==> config.mk <==
export PLATFORM = sky130hd
export DESIGN_NAME = projectile_pool_arbiter
export DESIGN_NICKNAME = d
export VERILOG_FILES = /design/src/rtl/game_pkg.sv /design/src/rtl/proj_slot.sv /design/src/rtl/projectile_pool_arbiter.sv
export SDC_FILE = /design/constraint.sdc
export NUM_CORES = 2
export LEC_CHECK = 0
export CORE_ASPECT_RATIO = 0.75
export CORE_MARGIN = 2
export CORE_UTILIZATION = 50
export DETAILED_ROUTE_END_ITERATION = 8
export GPL_TIMING_DRIVEN = 0
export PLACE_DENSITY = 0.78
export SLEW_MARGIN = 30
export SYNTH_ARGS = -nofsm -noshare
export SYNTH_HDL_FRONTEND = slang
export SYNTH_SLANG_ARGS = --single-unit
==> constraint.sdc <==
create_clock -name clk_master -period 5.9 [get_ports clk_master]
set_input_delay 1.18 -clock clk_master [delete_from_list [all_inputs] [get_ports clk_master]]
set_output_delay 1.18 -clock clk_master [all_outputs]
set_load 0.01 [all_outputs]
==> src/rtl/game_pkg.sv <==
`default_nettype none
// ============================================================================
// Module      : game_pkg
// Description : Shared attack codes, owner codes, screen bounds and the
//               per-slot record type for the projectile pool.
// Revision    : 1.0 - initial release
// ============================================================================
package game_pkg;

    localparam logic [1:0] ATK_PROJ = 2'b00;
    localparam logic [1:0] ATK_BEAM = 2'b01;
    localparam logic [1:0] ATK_DIAG = 2'b10;
    localparam logic [1:0] ATK_RSVD = 2'b11;

    localparam logic OWN_BOSS   = 1'b0;
    localparam logic OWN_PLAYER = 1'b1;

    // Visible play area, inclusive, held at 11 bits so step math cannot wrap
    localparam logic [10:0] SCREEN_LEFT   = 11'd144;
    localparam logic [10:0] SCREEN_RIGHT  = 11'd783;
    localparam logic [10:0] SCREEN_TOP    = 11'd35;
    localparam logic [10:0] SCREEN_BOTTOM = 11'd514;

    typedef struct packed {
        logic       valid;
        logic       owner;
        logic [1:0] kind;
        logic [9:0] x;
        logic [9:0] y;
        logic [9:0] w;
        logic [8:0] h;
    } slot_t;

endpackage
`default_nettype wire

==> src/rtl/proj_slot.sv <==
`default_nettype none
// ============================================================================
// Module      : proj_slot
// Description : One pool slot: holds a projectile, moves it on each step and
//               retires it when it leaves the play area or its beam expires.
// Revision    : 1.0 - initial release
// ============================================================================
module proj_slot
    import game_pkg::*;
#(
    parameter int BOSS_SPEED   = 4,
    parameter int PLAYER_SPEED = 6,
    parameter int DIAG_DX      = 3,
    parameter int BEAM_LIFE    = 30
) (
    input  logic  clk,
    input  logic  rst_n,
    input  logic  i_alloc,
    input  slot_t i_alloc_slot,
    input  logic  i_alloc_dir,
    input  logic  i_kill,
    input  logic  i_step,
    output logic  o_valid_q,
    output slot_t o_slot_d
);

    localparam int LIFE_W = $clog2(BEAM_LIFE + 1);

    slot_t             r_slot_q;
    slot_t             w_slot_d;
    logic              r_dir_q;
    logic              w_dir_d;
    logic [LIFE_W-1:0] r_life_q;
    logic [LIFE_W-1:0] w_life_d;
    logic [10:0]       w_y_down;
    logic [11:0]       w_right_edge;

    always_comb begin
        w_slot_d     = r_slot_q;
        w_dir_d      = r_dir_q;
        w_life_d     = r_life_q;
        w_y_down     = {1'b0, r_slot_q.y} + 11'(BOSS_SPEED);
        w_right_edge = {2'b00, r_slot_q.x} + {2'b00, r_slot_q.w} + 12'(DIAG_DX);
        if (r_slot_q.valid) begin
            // A kill consumes the slot outright; no motion is applied
            if (i_kill) begin
                w_slot_d.valid = 1'b0;
            end else if (i_step) begin
                if (r_slot_q.kind == ATK_BEAM) begin
                    if (r_life_q <= LIFE_W'(1)) begin
                        w_slot_d.valid = 1'b0;
                    end else begin
                        w_life_d = r_life_q - LIFE_W'(1);
                    end
                end else if (r_slot_q.owner == OWN_PLAYER) begin
                    if ({1'b0, r_slot_q.y} < 11'(SCREEN_TOP + 11'(PLAYER_SPEED))) begin
                        w_slot_d.valid = 1'b0;
                    end else begin
                        w_slot_d.y = r_slot_q.y - 10'(PLAYER_SPEED);
                    end
                end else begin
                    w_slot_d.y = w_y_down[9:0];
                    if (w_y_down > SCREEN_BOTTOM) begin
                        w_slot_d.valid = 1'b0;
                    end
                    if (r_slot_q.kind == ATK_DIAG) begin
                        if (r_dir_q) begin
                            w_slot_d.x = r_slot_q.x + 10'(DIAG_DX);
                            if (w_right_edge > {1'b0, SCREEN_RIGHT}) begin
                                w_slot_d.valid = 1'b0;
                            end
                        end else begin
                            w_slot_d.x = r_slot_q.x - 10'(DIAG_DX);
                            if ({1'b0, r_slot_q.x} < 11'(SCREEN_LEFT + 11'(DIAG_DX))) begin
                                w_slot_d.valid = 1'b0;
                            end
                        end
                    end
                end
            end
        end else if (i_alloc) begin
            w_slot_d = i_alloc_slot;
            w_dir_d  = i_alloc_dir;
            w_life_d = LIFE_W'(BEAM_LIFE);
        end
    end

    always_ff @(posedge clk or negedge rst_n) begin
        if (!rst_n) begin
            r_slot_q <= '0;
            r_dir_q  <= 1'b0;
            r_life_q <= '0;
        end else begin
            r_slot_q <= w_slot_d;
            r_dir_q  <= w_dir_d;
            r_life_q <= w_life_d;
        end
    end

    assign o_valid_q = r_slot_q.valid;
    assign o_slot_d  = w_slot_d;

endmodule
`default_nettype wire

==> src/rtl/projectile_pool_arbiter.sv <==
`default_nettype none
// ============================================================================
// Module      : projectile_pool_arbiter
// Description : Round-robin spawn arbiter for boss/player requesters over a
//               pool of projectile slots, with registered indexed readout.
// Revision    : 1.0 - initial release
// ============================================================================
module projectile_pool_arbiter
    import game_pkg::*;
#(
    parameter int PROJ_SLOTS   = 8,
    parameter int BOSS_SPEED   = 4,
    parameter int PLAYER_SPEED = 6,
    parameter int DIAG_DX      = 3,
    parameter int BEAM_LIFE    = 30
) (
    input  logic                          clk_master,
    input  logic                          rst_n,
    input  logic                          pulse_cycleStep,
    input  logic [1:0]                    req_valid,
    output logic [1:0]                    req_ready,
    input  logic [1:0][9:0]               req_x,
    input  logic [1:0][9:0]               req_y,
    input  logic [1:0][9:0]               req_w,
    input  logic [1:0][8:0]               req_h,
    input  logic [1:0][1:0]               req_type,
    input  logic [1:0]                    req_dir,
    input  logic                          kill_valid,
    input  logic [$clog2(PROJ_SLOTS)-1:0] kill_idx,
    input  logic [$clog2(PROJ_SLOTS)-1:0] rd_idx,
    output logic                          rd_valid,
    output logic                          rd_owner,
    output logic [9:0]                    rd_x,
    output logic [9:0]                    rd_y,
    output logic [9:0]                    rd_w,
    output logic [8:0]                    rd_h,
    output logic [1:0]                    rd_type,
    output logic [PROJ_SLOTS-1:0]         active_mask,
    output logic [$clog2(PROJ_SLOTS):0]   free_count
);

    localparam int IDX_W = $clog2(PROJ_SLOTS);
    localparam int CNT_W = IDX_W + 1;

    logic [PROJ_SLOTS-1:0] w_valid_q;
    logic [PROJ_SLOTS-1:0] w_valid_d;
    slot_t                 w_slot_d [PROJ_SLOTS];
    logic                  w_any_free;
    logic [IDX_W-1:0]      w_free_idx;
    logic                  w_gnt;
    logic                  w_alloc_en;
    slot_t                 w_alloc_slot;
    logic                  r_rr_last_q;
    logic                  w_rr_last_d;
    slot_t                 r_rd_q;
    slot_t                 w_rd_d;
    logic [CNT_W-1:0]      r_free_count_q;
    logic [CNT_W-1:0]      w_free_count_d;

    // Lowest-index empty slot, sampled on pre-edge state so a slot being
    // killed this cycle is not reused until the following one
    always_comb begin
        w_any_free = 1'b0;
        w_free_idx = '0;
        for (int i = PROJ_SLOTS - 1; i >= 0; i--) begin
            if (!w_valid_q[i]) begin
                w_any_free = 1'b1;
                w_free_idx = IDX_W'(i);
            end
        end
    end

    always_comb begin
        req_ready = 2'b00;
        if (w_any_free) begin
            if (req_valid == 2'b11) begin
                req_ready = r_rr_last_q ? 2'b01 : 2'b10;
            end else begin
                req_ready = req_valid;
            end
        end
    end

    always_comb begin
        w_gnt              = req_ready[1];
        w_alloc_en         = (|req_ready) && (req_type[w_gnt] != ATK_RSVD);
        w_rr_last_d        = (|req_ready) ? w_gnt : r_rr_last_q;
        w_alloc_slot.valid = 1'b1;
        w_alloc_slot.owner = w_gnt;
        w_alloc_slot.kind  = req_type[w_gnt];
        w_alloc_slot.x     = req_x[w_gnt];
        w_alloc_slot.y     = req_y[w_gnt];
        w_alloc_slot.w     = req_w[w_gnt];
        w_alloc_slot.h     = req_h[w_gnt];
    end

    generate
        for (genvar gi = 0; gi < PROJ_SLOTS; gi++) begin : g_slot
            proj_slot #(
                .BOSS_SPEED   (BOSS_SPEED),
                .PLAYER_SPEED (PLAYER_SPEED),
                .DIAG_DX      (DIAG_DX),
                .BEAM_LIFE    (BEAM_LIFE)
            ) u_slot (
                .clk          (clk_master),
                .rst_n        (rst_n),
                .i_alloc      (w_alloc_en && (w_free_idx == IDX_W'(gi))),
                .i_alloc_slot (w_alloc_slot),
                .i_alloc_dir  (req_dir[w_gnt]),
                .i_kill       (kill_valid && (kill_idx == IDX_W'(gi))),
                .i_step       (pulse_cycleStep),
                .o_valid_q    (w_valid_q[gi]),
                .o_slot_d     (w_slot_d[gi])
            );
            assign w_valid_d[gi] = w_slot_d[gi].valid;
        end
    endgenerate

    always_comb begin
        w_free_count_d = CNT_W'(PROJ_SLOTS);
        for (int i = 0; i < PROJ_SLOTS; i++) begin
            if (w_valid_d[i]) begin
                w_free_count_d = w_free_count_d - CNT_W'(1);
            end
        end
        w_rd_d = w_slot_d[rd_idx];
        if (!w_rd_d.valid) begin
            w_rd_d = '0;
        end
    end

    always_ff @(posedge clk_master or negedge rst_n) begin
        if (!rst_n) begin
            r_rr_last_q    <= 1'b1;
            r_rd_q         <= '0;
            r_free_count_q <= CNT_W'(PROJ_SLOTS);
        end else begin
            r_rr_last_q    <= w_rr_last_d;
            r_rd_q         <= w_rd_d;
            r_free_count_q <= w_free_count_d;
        end
    end

    assign rd_valid    = r_rd_q.valid;
    assign rd_owner    = r_rd_q.owner;
    assign rd_x        = r_rd_q.x;
    assign rd_y        = r_rd_q.y;
    assign rd_w        = r_rd_q.w;
    assign rd_h        = r_rd_q.h;
    assign rd_type     = r_rd_q.kind;
    assign active_mask = w_valid_q;
    assign free_count  = r_free_count_q;

endmodule
`default_nettype wire

==> metrics.txt <==
Worst Setup End Kind flop; number of port buffers 150; remaining antenna violation count 0; number of synthesized flops with an enable pin 0; First-pass DRT Iterations 9; CP Depth 30; Slew HR 0.276; largest net degree at the start of global routing 76; clk_lat worst skew 610 ps; DRC 0; Starting Density 0.507; number of global-route vias before repair 29200; most used cell, CP inv_2; Setup Skew 21.1 ps; final slew viol count 0; CP arrival 6530 ps; Max FO, Critical Path 3; Die Wd 297 µm; Critical path buffers and inverters 6; syn_nets 4058; Post-layout nets 4289; most frequent cells in the layout 517 x nand2_1, 429 x dfrtp_1, 426 x o21ai_0; Critical Path RT 6370 ps; clock sink count 440; WS Path Type reg -> reg; io pins 153; R2R setup slack -160 ps; initial drt markers 4512; clk root buf clkbuf_16; ys async rst share 1.00; setup violators final 3; Max Clock Freq 0.165 GHz; Post-Syn Area 32300 µm²; failing checks setup timing; Placer Congestion 1.03; total global-route track usage 0.354; CP max-delay cell dfrtp_2; sequential share of the synthesized area 0.341; post-route minimum period 6060 ps; Crit path max-delay family compound AO/OA/AOI/OAI gates; core area 63800 µm²; Hold WS 441 ps; share of layout cells above drive strength 1 0.0889; TritonCTS clock tree yes; Netlist cell types 103; synth warn 0; Static Leak 16.0 nW; HP Class in -> async; status complete, but fails checks; Mapped Cells 3729; CTS H-tree lvls 2; Reg2Reg Depth 30; final worst slack -160 ps; final hold violations 0; Num CTS Buffers 48; deepest clock path buffer count 3; Most used DFF post-synth dfrtp_1; Die H 224 µm; Yosys reg bits 440; max cap viols 0; startpoint types flop; Avg Inst Size Synth 8.66 µm²; Largest stage delay, worst path 440 ps; first-pass GRT wire length 180000 µm; setup repair after global routing missed its margin true; Worst Tran Pin Value 1060 ps; pwr dens 588 nW/µm²; routed vias 31600; fin crit share 1.03; drt total wl 120000 µm; full die area 66700 µm²; Worst VDD drop 0.000350 V; vias per std cell 6.51; number of placement rows 80; Layout area overhead 15.5%; antenna violations before repair 10; HPWL Detailed 92400 µm; clk slew on worst S/H paths 60 ps; WL/cell 24.8 µm; gr ovfl total 0; Final Core Density 0.585; most common cell after layout, fill and taps aside nand2_1
[cell usage after synthesis (17+ instances only)]
| library cell | n | area (µm²) |
|---|---|---|
| nand2b_1 | 30 | 188 |
| o2bb2ai_1 | 33 | 289 |
| o21ai_0 | 429 | 2150 |
| nand3_1 | 65 | 325 |
| a221oi_1 | 17 | 149 |
| fa_1 | 17 | 340 |
| a211o_1 | 23 | 201 |
| ha_1 | 216 | 2700 |
| nor2_1 | 278 | 1040 |
| a21o_1 | 40 | 300 |
| nand4_1 | 19 | 119 |
| xnor2_1 | 133 | 1160 |
| o211ai_1 | 20 | 150 |
| o21bai_1 | 48 | 360 |
| nand2_1 | 518 | 1940 |
| nor3_1 | 55 | 275 |
| xor2_1 | 42 | 368 |
| inv_1 | 182 | 683 |
| o22ai_1 | 37 | 231 |
| nor2b_1 | 29 | 181 |
| nor4_1 | 26 | 163 |
| clkbuf_1 | 174 | 653 |
| a21oi_1 | 309 | 1550 |
| mux2i_1 | 79 | 791 |
| a31oi_1 | 36 | 225 |
| dfrtp_1 | 438 | 11000 |
| mux4_2 | 83 | 1870 |
| a211oi_1 | 26 | 195 |
[state kept, by name, summed over array words and instances, names as in the netlist]
name	flops
rd_type	2
g_slot.u_slot.r_dir_q	8
r_rr_last_q	1
g_slot.u_slot.r_life_q	40
rd_valid	1
rd_x	10
g_slot.u_slot.r_slot_q	336
free_count	4
rd_y	10
rd_h	9
g_slot.u_slot.o_valid_q	8
rd_w	10
rd_owner	1
[layout make-up]
| cell class | instances | area [µm²] |
|---|---|---|
| diodes | 1 | 2.50 |
| plain buffers | 214 | 883 |
| clock buffers | 62 | 1370 |
| clock inverters | 23 | 362 |
| fillers | 5489 | 26500 |
| inverters | 186 | 698 |
| multi-input cells | 2889 | 20000 |
| flip-flops and latches | 440 | 11000 |
| well taps | 861 | 1080 |
| repair buffers | 181 | 1870 |
[path summary, 6_finish.rpt]
| kind | from | to |
|---|---|---|
| max | g_slot[0].u_slot.r_slot_q[30]$_DFF_PN0_ | free_count[1]$_DFF_PN0_ |
| min | rst_n | g_slot[3].u_slot.r_slot_q[23]$_DFF_PN0_ |
| max reg2reg | g_slot[0].u_slot.r_slot_q[30]$_DFF_PN0_ | free_count[1]$_DFF_PN0_ |
| min reg2reg | g_slot[1].u_slot.r_slot_q[3]$_DFF_PN0_ | g_slot[1].u_slot.r_slot_q[3]$_DFF_PN0_ |
| max in group asynchronous | rst_n | g_slot[7].u_slot.r_slot_q[34]$_DFF_PN0_ |
| min in group clk_master | g_slot[1].u_slot.r_slot_q[3]$_DFF_PN0_ | g_slot[1].u_slot.r_slot_q[3]$_DFF_PN0_ |
[metrics by stage]
step	cells	TNS, ps	total power [mW]	area (µm²)	worst slack, ps
6_report	4857	-346	21.9	37300	-160
2_1_floorplan	3729	0	13.6	32300	5.92
3_5_place_dp	4749	-5050	17.2	35200	-1180
3_3_place_gp	4740	-7065620	16.9	34900	-16150
4_1_cts	4849	-549	21.0	37100	-219
5_1_grt	4856	-919	23.2	37300	-316
[what timing repair did]
action | CTS | global route
resized for setup | 30 | 25
endpoints found under the setup margin | 6 | 4
pin swaps | 20 | 24
gates cloned | 0 | 0
hold buffers | 0 | 0
setup buffers | 15 | 7
[logic make-up after synthesis]
| kind of cell | count (synthesis) | synth area share |
|---|---|---|
| compound gates | 1168 | 0.221 |
| simple gates | 1134 | 0.157 |
| flops | 440 | 0.341 |
| buf+inv | 400 | 0.0485 |
| fa+ha+maj | 233 | 0.0942 |
| xor+xnor | 182 | 0.0516 |
| mux | 172 | 0.0863 |
[layer usage]
metal	share of wire	global-route usage	vias up	wire, µm
li1	-	-	13900	-
met1	0.41	0.509	15000	49300
met2	0.38	0.468	2325	45800
met3	0.16	0.139	375	19400
met4	0.049	0.150	6	5870
met5	0.00028	0	-	34
[power by group]
part / leakage, nW / internal, mW / switching, mW
logic: 9.57 / 5.38 / 7.73
clock network: 0.823 / 1.99 / 1.39
registers: 5.58 / 4.14 / 1.28
total: 16.0 / 11.5 / 10.4
(Power assumes the default switching activity.)
